--- config.mk ---
export PLATFORM = sky130hd
export DESIGN_NAME = fetch_unit_flat
export DESIGN_NICKNAME = d
export VERILOG_FILES = /design/src/rtl/fetch_unit_if.sv /design/src/rtl/fetch_unit.sv /design/src/flat_wrapper.sv
export SDC_FILE = /design/constraint.sdc
export NUM_CORES = 1
export LEC_CHECK = 0
export ABC_AREA = 1
export BUFFER_PORTS_ARGS = -buffer_cell sky130_fd_sc_hd__buf_2
export CORE_MARGIN = 10
export CORE_UTILIZATION = 60
export DETAILED_ROUTE_END_ITERATION = 7
export PLACE_DENSITY = 0.84
export SETUP_SLACK_MARGIN = 0.02
export SLEW_MARGIN = 20
export SYNTH_ARGS = -nofsm -noshare
export SYNTH_HDL_FRONTEND = slang
export SYNTH_SLANG_ARGS = --single-unit
--- constraint.sdc ---
create_clock -name clk -period 8.1 [get_ports clk]
set_input_delay 1.62 -clock clk [delete_from_list [all_inputs] [get_ports clk]]
set_output_delay 1.62 -clock clk [all_outputs]
set_load 0.1 [all_outputs]
--- src/rtl/fetch_unit_if.sv ---
// Bundle of the instruction-memory request/response port, the redirect input
// and the decode-side valid/ready port of the fetch stage.
interface fetch_unit_if;
    logic        imem_req;
    logic [31:0] imem_addr;
    logic        imem_gnt;
    logic        imem_rvalid;
    logic [31:0] imem_rdata;
    logic        redirect;
    logic [31:0] redirect_pc;
    logic        id_valid;
    logic [31:0] id_instr;
    logic [31:0] id_pc;
    logic        id_ready;

    modport master (
        output imem_req, imem_addr, id_valid, id_instr, id_pc,
        input  imem_gnt, imem_rvalid, imem_rdata, redirect, redirect_pc, id_ready
    );

    modport slave (
        input  imem_req, imem_addr, id_valid, id_instr, id_pc,
        output imem_gnt, imem_rvalid, imem_rdata, redirect, redirect_pc, id_ready
    );
endinterface

--- src/rtl/fetch_unit.sv ---
// Instruction fetch stage: owns the fetch PC, issues credit-limited word requests,
// buffers in-order responses in a small FIFO and flushes on redirect.
module fetch_unit #(
    parameter logic [31:0] RESET_PC = 32'h0000_0000,
    parameter int unsigned DEPTH    = 2
) (
    input  logic         clk,
    input  logic         reset,
    fetch_unit_if.master bus
);
    localparam int unsigned CW      = $clog2(DEPTH + 1);
    localparam int unsigned AW      = $clog2(DEPTH);
    localparam logic [CW:0] DEPTH_W = (CW + 1)'(DEPTH);

    logic [31:0]   fetch_pc_q, fetch_pc_d;
    logic [31:0]   resp_pc_q, resp_pc_d;
    logic [CW-1:0] outst_q, outst_d;
    logic [CW-1:0] discard_q, discard_d;
    logic [CW-1:0] count_q, count_d;
    logic [AW-1:0] rd_ptr_q, rd_ptr_d;
    logic [AW-1:0] wr_ptr_q, wr_ptr_d;
    logic [31:0]   instr_mem_q [DEPTH];
    logic [31:0]   pc_mem_q    [DEPTH];

    logic          req_s, grant_s, rsp_s, push_s, valid_s, pop_s;
    logic [CW:0]   credit_s;
    logic [31:0]   redir_pc_s;

    // A request is only raised while in-flight plus buffered entries leave room,
    // so every accepted response is guaranteed a FIFO slot.
    assign credit_s   = {1'b0, outst_q} + {1'b0, count_q};
    assign req_s      = !reset && !bus.redirect && (credit_s < DEPTH_W);
    assign grant_s    = req_s && bus.imem_gnt;
    assign rsp_s      = bus.imem_rvalid && (outst_q != '0);
    assign push_s     = rsp_s && !bus.redirect && (discard_q == '0);
    assign valid_s    = !reset && !bus.redirect && (count_q != '0);
    assign pop_s      = valid_s && bus.id_ready;
    assign redir_pc_s = {bus.redirect_pc[31:2], 2'b00};

    assign bus.imem_req  = req_s;
    assign bus.imem_addr = fetch_pc_q;
    assign bus.id_valid  = valid_s;
    assign bus.id_instr  = instr_mem_q[rd_ptr_q];
    assign bus.id_pc     = pc_mem_q[rd_ptr_q];

    // Next-state for PCs, credit counters and FIFO pointers.
    always_comb begin
        outst_d = outst_q + CW'(grant_s) - CW'(rsp_s);
        if (bus.redirect) begin
            fetch_pc_d = redir_pc_s;
            resp_pc_d  = redir_pc_s;
            discard_d  = outst_d;
            count_d    = '0;
            rd_ptr_d   = '0;
            wr_ptr_d   = '0;
        end else begin
            fetch_pc_d = grant_s ? (fetch_pc_q + 32'd4) : fetch_pc_q;
            resp_pc_d  = push_s ? (resp_pc_q + 32'd4) : resp_pc_q;
            discard_d  = discard_q - CW'(rsp_s && (discard_q != '0));
            count_d    = count_q + CW'(push_s) - CW'(pop_s);
            rd_ptr_d   = rd_ptr_q + AW'(pop_s);
            wr_ptr_d   = wr_ptr_q + AW'(push_s);
        end
    end

    // State registers and FIFO storage with synchronous reset.
    always_ff @(posedge clk) begin
        if (reset) begin
            fetch_pc_q <= RESET_PC;
            resp_pc_q  <= RESET_PC;
            outst_q    <= '0;
            discard_q  <= '0;
            count_q    <= '0;
            rd_ptr_q   <= '0;
            wr_ptr_q   <= '0;
            for (int i = 0; i < int'(DEPTH); i++) begin
                instr_mem_q[i] <= 32'h0000_0000;
                pc_mem_q[i]    <= 32'h0000_0000;
            end
        end else begin
            fetch_pc_q <= fetch_pc_d;
            resp_pc_q  <= resp_pc_d;
            outst_q    <= outst_d;
            discard_q  <= discard_d;
            count_q    <= count_d;
            rd_ptr_q   <= rd_ptr_d;
            wr_ptr_q   <= wr_ptr_d;
            if (push_s) begin
                instr_mem_q[wr_ptr_q] <= bus.imem_rdata;
                pc_mem_q[wr_ptr_q]    <= resp_pc_q;
            end else begin
                instr_mem_q[wr_ptr_q] <= instr_mem_q[wr_ptr_q];
                pc_mem_q[wr_ptr_q]    <= pc_mem_q[wr_ptr_q];
            end
        end
    end
endmodule

--- src/flat_wrapper.sv ---
// flat-port wrapper written by rule: the top's interface ports become plain ports
module fetch_unit_flat 
#(
    parameter logic [31:0] RESET_PC = 32'h0000_0000,
    parameter int unsigned DEPTH    = 2
)
  (clk, reset, bus_imem_req, bus_imem_addr, bus_id_valid, bus_id_instr, bus_id_pc, bus_imem_gnt, bus_imem_rvalid, bus_imem_rdata, bus_redirect, bus_redirect_pc, bus_id_ready);
  fetch_unit_if bus_i ();
  input  logic clk;
  input  logic reset;
  output wire logic [$bits(bus_i.imem_req)-1:0] bus_imem_req;
  output wire logic [$bits(bus_i.imem_addr)-1:0] bus_imem_addr;
  output wire logic [$bits(bus_i.id_valid)-1:0] bus_id_valid;
  output wire logic [$bits(bus_i.id_instr)-1:0] bus_id_instr;
  output wire logic [$bits(bus_i.id_pc)-1:0] bus_id_pc;
  input wire logic [$bits(bus_i.imem_gnt)-1:0] bus_imem_gnt;
  input wire logic [$bits(bus_i.imem_rvalid)-1:0] bus_imem_rvalid;
  input wire logic [$bits(bus_i.imem_rdata)-1:0] bus_imem_rdata;
  input wire logic [$bits(bus_i.redirect)-1:0] bus_redirect;
  input wire logic [$bits(bus_i.redirect_pc)-1:0] bus_redirect_pc;
  input wire logic [$bits(bus_i.id_ready)-1:0] bus_id_ready;
  assign bus_imem_req = bus_i.imem_req;
  assign bus_imem_addr = bus_i.imem_addr;
  assign bus_id_valid = bus_i.id_valid;
  assign bus_id_instr = bus_i.id_instr;
  assign bus_id_pc = bus_i.id_pc;
  assign bus_i.imem_gnt = bus_imem_gnt;
  assign bus_i.imem_rvalid = bus_imem_rvalid;
  assign bus_i.imem_rdata = bus_imem_rdata;
  assign bus_i.redirect = bus_redirect;
  assign bus_i.redirect_pc = bus_redirect_pc;
  assign bus_i.id_ready = bus_id_ready;
  fetch_unit #(.RESET_PC(RESET_PC), .DEPTH(DEPTH)) u_core (.clk(clk), .reset(reset), .bus(bus_i));
endmodule
* Yosys cells after proc, flatten, opt, wreduce, memory -nomap -nowiden
Memory sizes are Yosys's and may differ from the RTL's. A register that Yosys moved wholly into a read port is not among the register bits. Cells that the tools add are included.
Cells by class: reduce and logical (&&, ||, !) cells 21, bitwise operators 2, shifts and indexed selects 0, multiplexer cells 23, eq/ne operators 1, div/mod/pow operators 0, multiply operators 0, order comparisons 1, add/subtract/negate cells 10
Operators with widths (number):
- 2-to-1 mux 32 bit | 8
- adder 32 x 3 -> 32 bit, second input constant | 2
- OR reduction 32 bit | 2
- 2-to-1 mux 1 bit | 14
- nonzero test 2 bit | 5
- logical AND 1 bit | 9
- subtractor 2 x 1 -> 2 bit | 3
- adder 2 x 1 -> 2 bit | 2
- adder 2 x 2 -> 3 bit | 1
- less-than comparator 3 x 2 -> 1 bit, second input constant | 1
- adder 1 bit | 2
- logical NOT 1 bit | 2
- logical NOT 2 bit | 1
- 2-to-1 mux 2 bit | 1
- bitwise OR 1 bit | 2
- AND reduction 2 bit | 1
- OR reduction 2 bit | 1
- inequality test 0 bit | 1
Storage, ports and cells: memory bits (read-only) 0, memory bits (writable) 128, latch bits 0, input port bits 70, flip-flop bits (word level) 72, output and inout port bits 98, memories 2
Memory list:
- u_core.instr_mem_q | depth 2, width 32, rd ports 1, clocked after Yosys merged registers in 1, wr ports 2, RTL line fetch_unit.sv:22 | logic [31:0] instr_mem_q [DEPTH];
- u_core.pc_mem_q | depth 2, width 32, rd ports 1, clocked after Yosys merged registers in 1, wr ports 2, RTL line fetch_unit.sv:23 | logic [31:0] pc_mem_q [DEPTH];

* Longest topological paths before layout
Gate-level depths: netlist (run 1).
word-level depth 11, depth in mapped cells 14, mapped depth without buffers 12

* Worst setup path after synthesis (run 1)
OpenSTA, ideal clock, no wires.
path type input -> output, start in reset, end out bus_imem_req, setup slack 2.475 ns, stages on the path 4, path buffers 1, arrival time 4.005 ns, required time 6.480 ns, cells stage by stage buf_2 -> nor2_4 -> inv_1 -> nor3_1
Between the ends: word-level cells in the longest chain between the ends 3
Ends and longest elaborated chain:
- from (decl) | RTL line flat_wrapper.sv:10 | input logic reset;
- logical NOT 1 bit | RTL line fetch_unit.sv:32 | assign req_s = !reset && !bus.redirect && (credit_s < DEPTH_W);
- logical AND 1 bit (2 in series) | RTL line fetch_unit.sv:32
- to (decl) | RTL line flat_wrapper.sv:11 | output wire logic [$bits(bus_i.imem_req)-1:0] bus_imem_req;
No other way between the ends.

* Worst setup path in the final report (run 1)
start in reset, end out bus_id_valid
Between the ends: word-level cells in the longest chain between the ends 3
Ends and longest elaborated chain:
- logical NOT 1 bit | RTL line fetch_unit.sv:36 | assign valid_s = !reset && !bus.redirect && (count_q != '0);
- logical AND 1 bit (2 in series) | RTL line fetch_unit.sv:36
- to (decl) | RTL line flat_wrapper.sv:13 | output wire logic [$bits(bus_i.id_valid)-1:0] bus_id_valid;
No other way between the ends.

==> impl_metrics.toml, run 1 <==
[cells_and_area]
area_growth_syn_to_layout_pct = 14.86
fin_area_mm2 = 0.01133
layout.cells.non_filler = 1652
num_antenna_cells = 0
layout.nets = 1501
fill_cells = 1325
fin_util_pct = 70.79
drive_above_1_share_pct = 17.13

[drt]
wl_met3_mm = 2.175
post_drt_wl_per_cell_um = 15.09
wl_met1_mm = 10.71
drt_first_iter_violations = 651
final_antenna_net_count = 0
wl_met2_mm = 11.62
via_count = 8608
drc = 0
drt_first_pass_iters = 5
post_drt_via_cell_ratio = 5.211
top_layer = "met4"
drt_wl_total_mm = 24.93

[sta]
finalWorstSetupSlack_ns = 3.245
hold_slack_ns = 0.5142
hold_viol_final = 0
fin_skew_ns = 0.01041
tightest_slew_ns = 0.9525
period_minus_slack_ns = 4.855
rsz0062_at_grt = "false"
fmax_ghz = 0.2060
finalCritPeriodShare_pct = 59.94
relSlewSlack_pct = 36.43
tns_ns = 0
slew_violations = 0
setup_viol = 0

[yosys]
yosysWarnings = 0
syn_inst = 1282
ys_types = 37
syn_area_mm2 = 0.009861
synth_seq_cells = 192
syn_avg_cell_area_um2 = 7.692
yosysSeqAreaShare_pct = 51.57

[critical_path]
critPathMaxFanout = 54
critPathKind = "in -> out"
arrival_ns = 3.24
cp-end-kind = "primary output"
worstSetupStartpointType = "input pin"
r2r_slack_ns = 5.40
cp.required_ns = 6.48

[clock_tree]
clkLatencyLatePin_ns = 0.44
cts-buffers-inserted = 17
clockBufferDepth = 2
post-cts-setup-buffer-count = 0
htreeDepth = 4
cts_sinks = 192
cts_resized = 0
cts_tree = "done"
root_buffer = "clkbuf_16"
hold_buffers = 0
clkSlewWorstSetupHoldPaths_ns = 0.07

[grt]
grt_pass1_vias = 8109
grt_max_degree = 65
grt_pass1_wl_mm = 39.52
grt_overflow = 0
grt_util_all_layers_pct = 22.13
antenna_found_initial = 0

[pwr]
ir_drop_mv = 0.1391
power_density_mw_per_mm2 = 211.8
finalPower_mw = 2.399
p_leak_nw = 5.125

[place]
dpl.hpwl_mm = 17.46
place_inst = 1620
dpl_cell_area_mm2 = 0.01077
dpl_worst_slack_ns = 3.251
place.gp.congestion = 0.9569
port_buffers = 161

[die]
start_util_pct = 61.63
io_pins = 168
rows = 46
die_area_mm2 = 0.02196
die_width_um = 148.2
die_y_um = 148.2
core_mm2 = 0.01600

[run_status]
status = "finished clean"

[min_path]
holdCritPathClass = "reg -> reg"

[run]
maxCapViolCount = 0
logic make-up (layout without fill, tap and decap cells):
| group | Yosys count | count (layout) | synth area share, % |
|---|---|---|---|
| adders and majority gates | 8 | 8 | 1.091 |
| buffers and inverters | 210 | 361 | 8.641 |
| xor gates and xnor gates | 15 | 15 | 1.332 |
| other | 1 | 4 | 0.03803 |
| DFF | 192 | 192 | 51.57 |
| and+or+nand+nor | 736 | 736 | 30.95 |
| AOI/OAI and AO/OA | 120 | 120 | 6.382 |
metal layers:
layer / GRT usage, % / up-vias
met1: 28.25 / 3892
met3: 5.309 / 37
met4: 7.384 / 0
met5: 0 / -
li1: - / 4312
met2: 36.13 / 367
power breakdown:
group / total [mW] / internal (mW) / switching, mW / leakage (nW)
Clock: 0.788 / 0.401 / 0.387 / 0.256
Combinational: 0.472 / 0.0850 / 0.387 / 3.03
Sequential: 1.14 / 1.10 / 0.0392 / 1.84
layout make-up:
class | count | area, um2 | area share, %
clock inverter | 15 | 133.9 | 1.182
clock buffer | 17 | 425.4 | 3.756
sequential | 192 | 5086 | 44.91
inverter | 160 | 601.8 | 5.314
multi-input combinational | 883 | 3943 | 34.81
timing repair buffer | 169 | 865.8 | 7.645
tap | 216 | 270.3 | 2.386
worst max-delay path, cell delays in order:
cell	delay [ns]
buf_2	0.09
buf_4	0.30
nor2_4	0.43
inv_1	0.17
nor2_1	0.16
buf_2	0.45
path summary, 6_finish.rpt:
path	startpoint	endpoint	cells past startpoint
setup / recovery	reset	bus_id_valid	6
hold / removal	u_core.resp_pc_q[2]	u_core.resp_pc_q[2]	2
setup reg to reg	u_core.outst_q[1]	u_core.pc_mem_q[0][27]	8
hold reg to reg	u_core.resp_pc_q[2]	u_core.resp_pc_q[2]	2
state kept, by name, indices dropped and copies added (netlist names):
register and flops:
u_core.wr_ptr_q 1, u_core.outst_q 2, u_core.pc_mem_q 60, u_core.discard_q 2, u_core.count_q 2, u_core.rd_ptr_q 1, u_core.resp_pc_q 30, u_core.bus.imem_addr 30
u_core.instr_mem_q 64
placed cells by master, fill, tap and decap left out, drive strengths merged, types with 7 or more instances in the layout:
master  synthesis  layout
buf            31     169
xor2           13      13
ha              7       7
nor2          220     220
nand3          67      67
nand2         432     432
a31oi          13      13
edfxtp        124     124
clkbuf         19      17
a21oi          50      50
o21ai          51      51
dfxtp          68      68
inv           160     163
cell usage after synthesis:
cell / count / area, um2
xor2_1: 13 / 113.9
nor2_4: 10 / 112.6
nand4_1: 6 / 37.54
nand2_2: 3 / 18.77
nand3b_1: 2 / 15.01
nor3_2: 1 / 10.01
conb_1: 1 / 3.750
o21ai_1: 2 / 10.01
buf_2: 23 / 115.1
inv_2: 6 / 22.52
a31oi_1: 13 / 81.33
o21ai_0: 49 / 245.2
nand3_1: 61 / 305.3
o31ai_1: 2 / 15.01
a21oi_1: 50 / 250.2
buf_4: 5 / 37.54
ha_1: 7 / 87.58
inv_1: 154 / 578.1
and2_1: 2 / 12.51
fa_1: 1 / 20.02
nand2_1: 427 / 1603
dfxtp_1: 68 / 1361
nor2_1: 200 / 750.7
buf_1: 1 / 3.750
clkbuf_2: 1 / 5.000
nand2_4: 2 / 22.52
o22ai_1: 2 / 12.51
or2_2: 3 / 18.77
nand3_4: 1 / 17.52
o211ai_1: 2 / 15.01
nor2_2: 10 / 62.56
nor3_1: 3 / 15.01
xnor2_1: 2 / 17.52
clkbuf_1: 18 / 67.56
edfxtp_1: 124 / 3724
buf_6: 2 / 22.52
nand3_2: 5 / 50.05
(Power assumes the default switching activity.)
==> run 2: changes to the inputs <==
- CORE_UTILIZATION: 60 -> 51
- PLACE_DENSITY: 0.84 -> 0.76
- clock period: 8.1 -> 4.2 ns (I/O delays scaled with it)
==> impl_metrics.toml, run 2 (synthesized netlist as in run 1, its figures left out) <==
[run_status]
status = "finished clean"

[sta]
tns_ns = 0
fmax_ghz = 0.3396
fin_skew_ns = 0.01283
hold_slack_ns = 0.5200
finalWorstSetupSlack_ns = 1.256
tightest_slew_ns = 0.8454
relSlewSlack_pct = 43.64
rsz0062_at_grt = "false"
hold_viol_final = 0
setup_viol = 0
slew_violations = 0
finalCritPeriodShare_pct = 70.11
period_minus_slack_ns = 2.944

[pwr]
pwr-share-seq_pct = 46.9
power_frac_comb_pct = 19.3
p_int_mw = 3.123
p_leak_nw = 5.169
p_sw_mw = 1.565
power_density_mw_per_mm2 = 410.7
finalPower_mw = 4.688
pwr-share-clk_pct = 33.8
ir_drop_mv = 0.3024
swShare_pct = 33.38

[clock_tree]
clkSlewWorstSetupHoldPaths_ns = 0.07
clkLatencyLatePin_ns = 0.43
post-cts-setup-buffer-count = 0
cts_tree = "done"
hold_buffers = 0
cts-buffers-inserted = 17
clockBufferDepth = 2
root_buffer = "clkbuf_16"
htreeDepth = 4
cts_resized = 0
cts_sinks = 192

[cells_and_area]
mostFrequentLayoutCell = "nand2_1"
area_growth_syn_to_layout_pct = 15.75
fin_area_mm2 = 0.01141
drive_above_1_share_pct = 17.16
layout.nets = 1504
largest_register_ff_count = 64
top_regs = "u_core.instr_mem_q: 64 flops, u_core.pc_mem_q: 60 flops"
largest-register = "u_core.instr_mem_q"
final_cell_mix = "425 x nand2_1, 200 x nor2_1, 161 x buf_2, 154 x inv_1, 124 x edfxtp_1"
num_antenna_cells = 0

[grt]
grt_pass1_vias = 8216
grt_util_all_layers_pct = 19.54
antenna_found_initial = 0
grt_overflow = 0
use_met1_pct = 25.14
grt.met3_usage_pct = 5.500
use_met2_pct = 31.36
grt_max_degree = 63
top_usage_layer = "met2"
grt_pass1_wl_mm = 40.95

[place]
dpl_worst_slack_ns = 1.252
dpl.hpwl_mm = 18.00
place.gp.congestion = 0.9246
dpl_cell_area_mm2 = 0.01084
port_buffers = 161

[run]
maxCapViolCount = 0

[die]
die_area_mm2 = 0.02530
core_mm2 = 0.01889
rows = 50
io_pins = 168
die_y_um = 159.1
start_util_pct = 52.19
die_width_um = 159.1

[drt]
post_drt_via_cell_ratio = 5.066
drt_wl_total_mm = 25.52
post_drt_wl_per_cell_um = 15.02
drt_first_iter_violations = 692
drt_first_pass_iters = 8
via_count = 8607
final_antenna_net_count = 0
drc = 0

[min_path]
holdCritPathClass = "reg -> reg"

[critical_path]
path_cells = "inv_2 > buf_4 > nand2_1 > nand2_1 > buf_2"
worstSetupStartpointType = "register"
critPathMostFrequentCell = "nand2_1"
cp_num_buf_inv = 3
cp-end-kind = "primary output"
cp_slowest_cell = "buf_2"
critPathMaxFanout = 24
crit_path_max_incr_delay_ns = 0.44
cp_top_family = "buffers and inverters"
cp.required_ns = 3.36
critPathKind = "reg -> out"
arrival_ns = 2.10
## run 2: layout make-up
class | instances | area (um2)
fillers | 1695 | 7480
flip-flops and latches | 192 | 5086
multi-input cells | 883 | 3940
repair buffers | 172 | 888.4
inverters | 160 | 600.6
clock buffers | 17 | 425.4
well taps | 260 | 325.3
clock inverters | 15 | 147.6
## run 2: metal layers
| layer | up-vias | routed length, um |
|---|---|---|
| li1 | 4320 | - |
| met1 | 3922 | 11340 |
| met2 | 331 | 11600 |
| met3 | 34 | 2099 |
| met4 | 0 | 487 |
| met5 | - | 0 |
## run 2: stage by stage
step / util, % / instances
2_1_floorplan: - / 1285
3_3_place_gp: 57.38 / 1667
3_5_place_dp: 57.38 / 1667
4_1_cts: 60.41 / 1699
5_1_grt: 60.41 / 1699
6_report: 60.41 / 1699
## run 2: final timing paths
check | startpoint | to | slack [ns] | depth (start not counted)
min reg2reg | u_core.resp_pc_q[2] | u_core.resp_pc_q[2] | 0.52 | 2
min | u_core.resp_pc_q[2] | u_core.resp_pc_q[2] | 0.52 | 2
max | u_core.rd_ptr_q | bus_id_pc[18] | 1.26 | 5
max reg2reg | u_core.count_q[0] | u_core.discard_q[0] | 1.81 | 11
## run 2: power groups by stage
stage / logic (mW) / registers [mW] / clock network, mW
3_3_place_gp: 0.897 / 2.23 / 0
4_1_cts: 0.910 / 2.20 / 1.60
2_1_floorplan: 0.602 / 2.35 / 0
6_report: 0.906 / 2.20 / 1.58
5_1_grt: 0.972 / 2.21 / 1.69
3_5_place_dp: 0.908 / 2.24 / 0
## run 2: worst reg2reg max path, delay by kind of cell (launching register included)
family / cells / cell delay [ns]
buf+inv: 3 / 0.55
compound gates: 1 / 0.04
fa+ha+maj: 2 / 0.75
simple gates: 5 / 0.57
flops: 1 / 0.36
==> run 3: changes to the inputs <==
- clock period: 4.2 -> 2.36 ns (I/O delays scaled with it)
==> impl_metrics.toml, run 3 (synthesized netlist as in run 1, its figures left out) <==
[run_status]
status = "finished clean"

[pwr]
finalPower_mw = 8.499
p_leak_nw = 5.479
power_density_mw_per_mm2 = 679.2
ir_drop_mv = 0.5473

[die]
die_area_mm2 = 0.02530
rows = 50
start_util_pct = 52.19
io_pins = 168
die_width_um = 159.1
die_y_um = 159.1
core_mm2 = 0.01889

[cells_and_area]
top_regs = "u_core.instr_mem_q: 64 flops, u_core.pc_mem_q: 60 flops"
fill_cells = 1587
mostFrequentLayoutCell = "nand2_1"
largest-register = "u_core.instr_mem_q"
largest_register_ff_count = 64
fin_util_pct = 66.24
layout.nets = 1510
area_growth_syn_to_layout_pct = 26.91
final_cell_mix = "423 x nand2_1, 199 x nor2_1, 153 x inv_1, 124 x edfxtp_1, 97 x buf_2"
drive_above_1_share_pct = 17.92
layout.cells.non_filler = 1706

[drt]
drt_first_pass_iters = 5
drc = 0
drt_wl_total_mm = 26.40
post_drt_wl_per_cell_um = 15.47
via_count = 8653
post_drt_via_cell_ratio = 5.072
final_antenna_net_count = 0
drt_first_iter_violations = 622

[clock_tree]
cts_sinks = 192
cts_tree = "done"
cts-buffers-inserted = 17
root_buffer = "clkbuf_16"
clkSlewWorstSetupHoldPaths_ns = 0.07
htreeDepth = 4
clkLatencyLatePin_ns = 0.44
hold_buffers = 0
clockBufferDepth = 2

[sta]
setup_viol = 0
finalWorstSetupSlack_ns = 0.1105
rsz0062_at_grt = "false"
fmax_ghz = 0.4446
tns_ns = 0
finalCritPeriodShare_pct = 95.32
fin_skew_ns = 0.008448
tightest_slew_ns = 0.7233
hold_viol_final = 0
slew_violations = 0
relSlewSlack_pct = 51.78
period_minus_slack_ns = 2.249

[critical_path]
critPathKind = "reg -> out"
cp_slowest_cell = "fa_2"
critPathMaxFanout = 3
path_depth = 5
arrival_ns = 1.78
cp-end-kind = "primary output"
cp_num_buf_inv = 2
cp_top_family = "adder cells"
worstSetupStartpointType = "register"
cp.required_ns = 1.89
path_cells = "nand2_2 > inv_2 > fa_2 > nor3_4 > buf_12"
rr_worst_depth = 11
crit_path_max_incr_delay_ns = 0.46

[min_path]
holdCritPathClass = "in -> reg"
hold_depth = 3

[grt]
grt_max_degree = 63
grt_pass1_vias = 8113
grt_util_all_layers_pct = 19.97
antenna_found_initial = 0
grt_overflow = 0
grt_pass1_wl_mm = 41.54

[run]
maxCapViolCount = 0

[place]
place_inst = 1672
dpl_worst_slack_ns = 0.2339
port_buffers = 161
place.gp.congestion = 0.9477
dpl.hpwl_mm = 18.74
-- run 3: cell types whose count changed in the layout (fill, tap and decap cells not counted), moves of 2 or more --
cell / change
buf_12: +71
nand2_4: +2
clkinv_2: -2
nand2_1: -2
inv_8: -3
buf_2: -64
clkinvlp_4: +5
-- run 3: final timing paths --
path / slack, ns / start / to
setup / recovery: 0.11 / u_core.count_q[0] / bus_imem_req
hold / removal: 0.31 / bus_id_ready / u_core.rd_ptr_q
setup reg to reg: 0.20 / u_core.count_q[0] / u_core.bus.imem_addr[14]
hold reg to reg: 0.53 / u_core.resp_pc_q[2] / u_core.resp_pc_q[2]
-- run 3: final cells by class --
| cell class | count | area, um2 | area share, % |
|---|---|---|---|
| antenna | 1 | 2.502 | 0.02000 |
| clock buffer | 18 | 429.2 | 3.429 |
| clock inverter | 14 | 111.4 | 0.8898 |
| inverter | 160 | 600.6 | 4.799 |
| multi-input combinational | 883 | 3976 | 31.77 |
| sequential | 192 | 5087 | 40.65 |
| tap | 260 | 325.3 | 2.599 |
| timing repair buffer | 178 | 1982 | 15.84 |
-- run 3: layer usage --
metal / GRT usage, % / up-vias / part of all wire (%) / routed length [um]
li1: - / 4335 / - / -
met1: 26.72 / 3930 / 44 / 11740
met2: 31.95 / 359 / 47 / 12290
met3: 4.570 / 29 / 7.5 / 1983
met4: 5.181 / 0 / 1.4 / 375
met5: 0 / - / 0 / 0
-- run 3: timing repair --
item	CTS	global route
endpoints found under the hold margin	0	0
gates resized for setup	0	4
endpoints found under the setup margin	0	2
buffers inserted	0	1
-- run 3: worst min-delay path: cells and delay by family --
| kind | cells | cell delay, ns |
|---|---|---|
| AO/OA/AOI/OAI | 1 | 0.06 |
| buffers and inverters | 1 | 0.10 |
| AND/OR/NAND/NOR | 1 | 0.07 |
-- run 3: report_power, final --
group / switching, mW / total, mW / internal (mW)
Sequential: 0.139 / 3.91 / 3.77
Combinational: 1.38 / 1.92 / 0.536
Clock: 1.30 / 2.67 / 1.36
Total: 2.83 / 8.50 / 5.67
-- run 3: through the flow --
stage	hold WS, ns	instance area, um2
floorplan	0.4720	9908
global placement	0.4865	11960
detailed placement	0.5113	11960
CTS	0.3005	12500
global route	0.3122	12510
finish	0.3123	12510
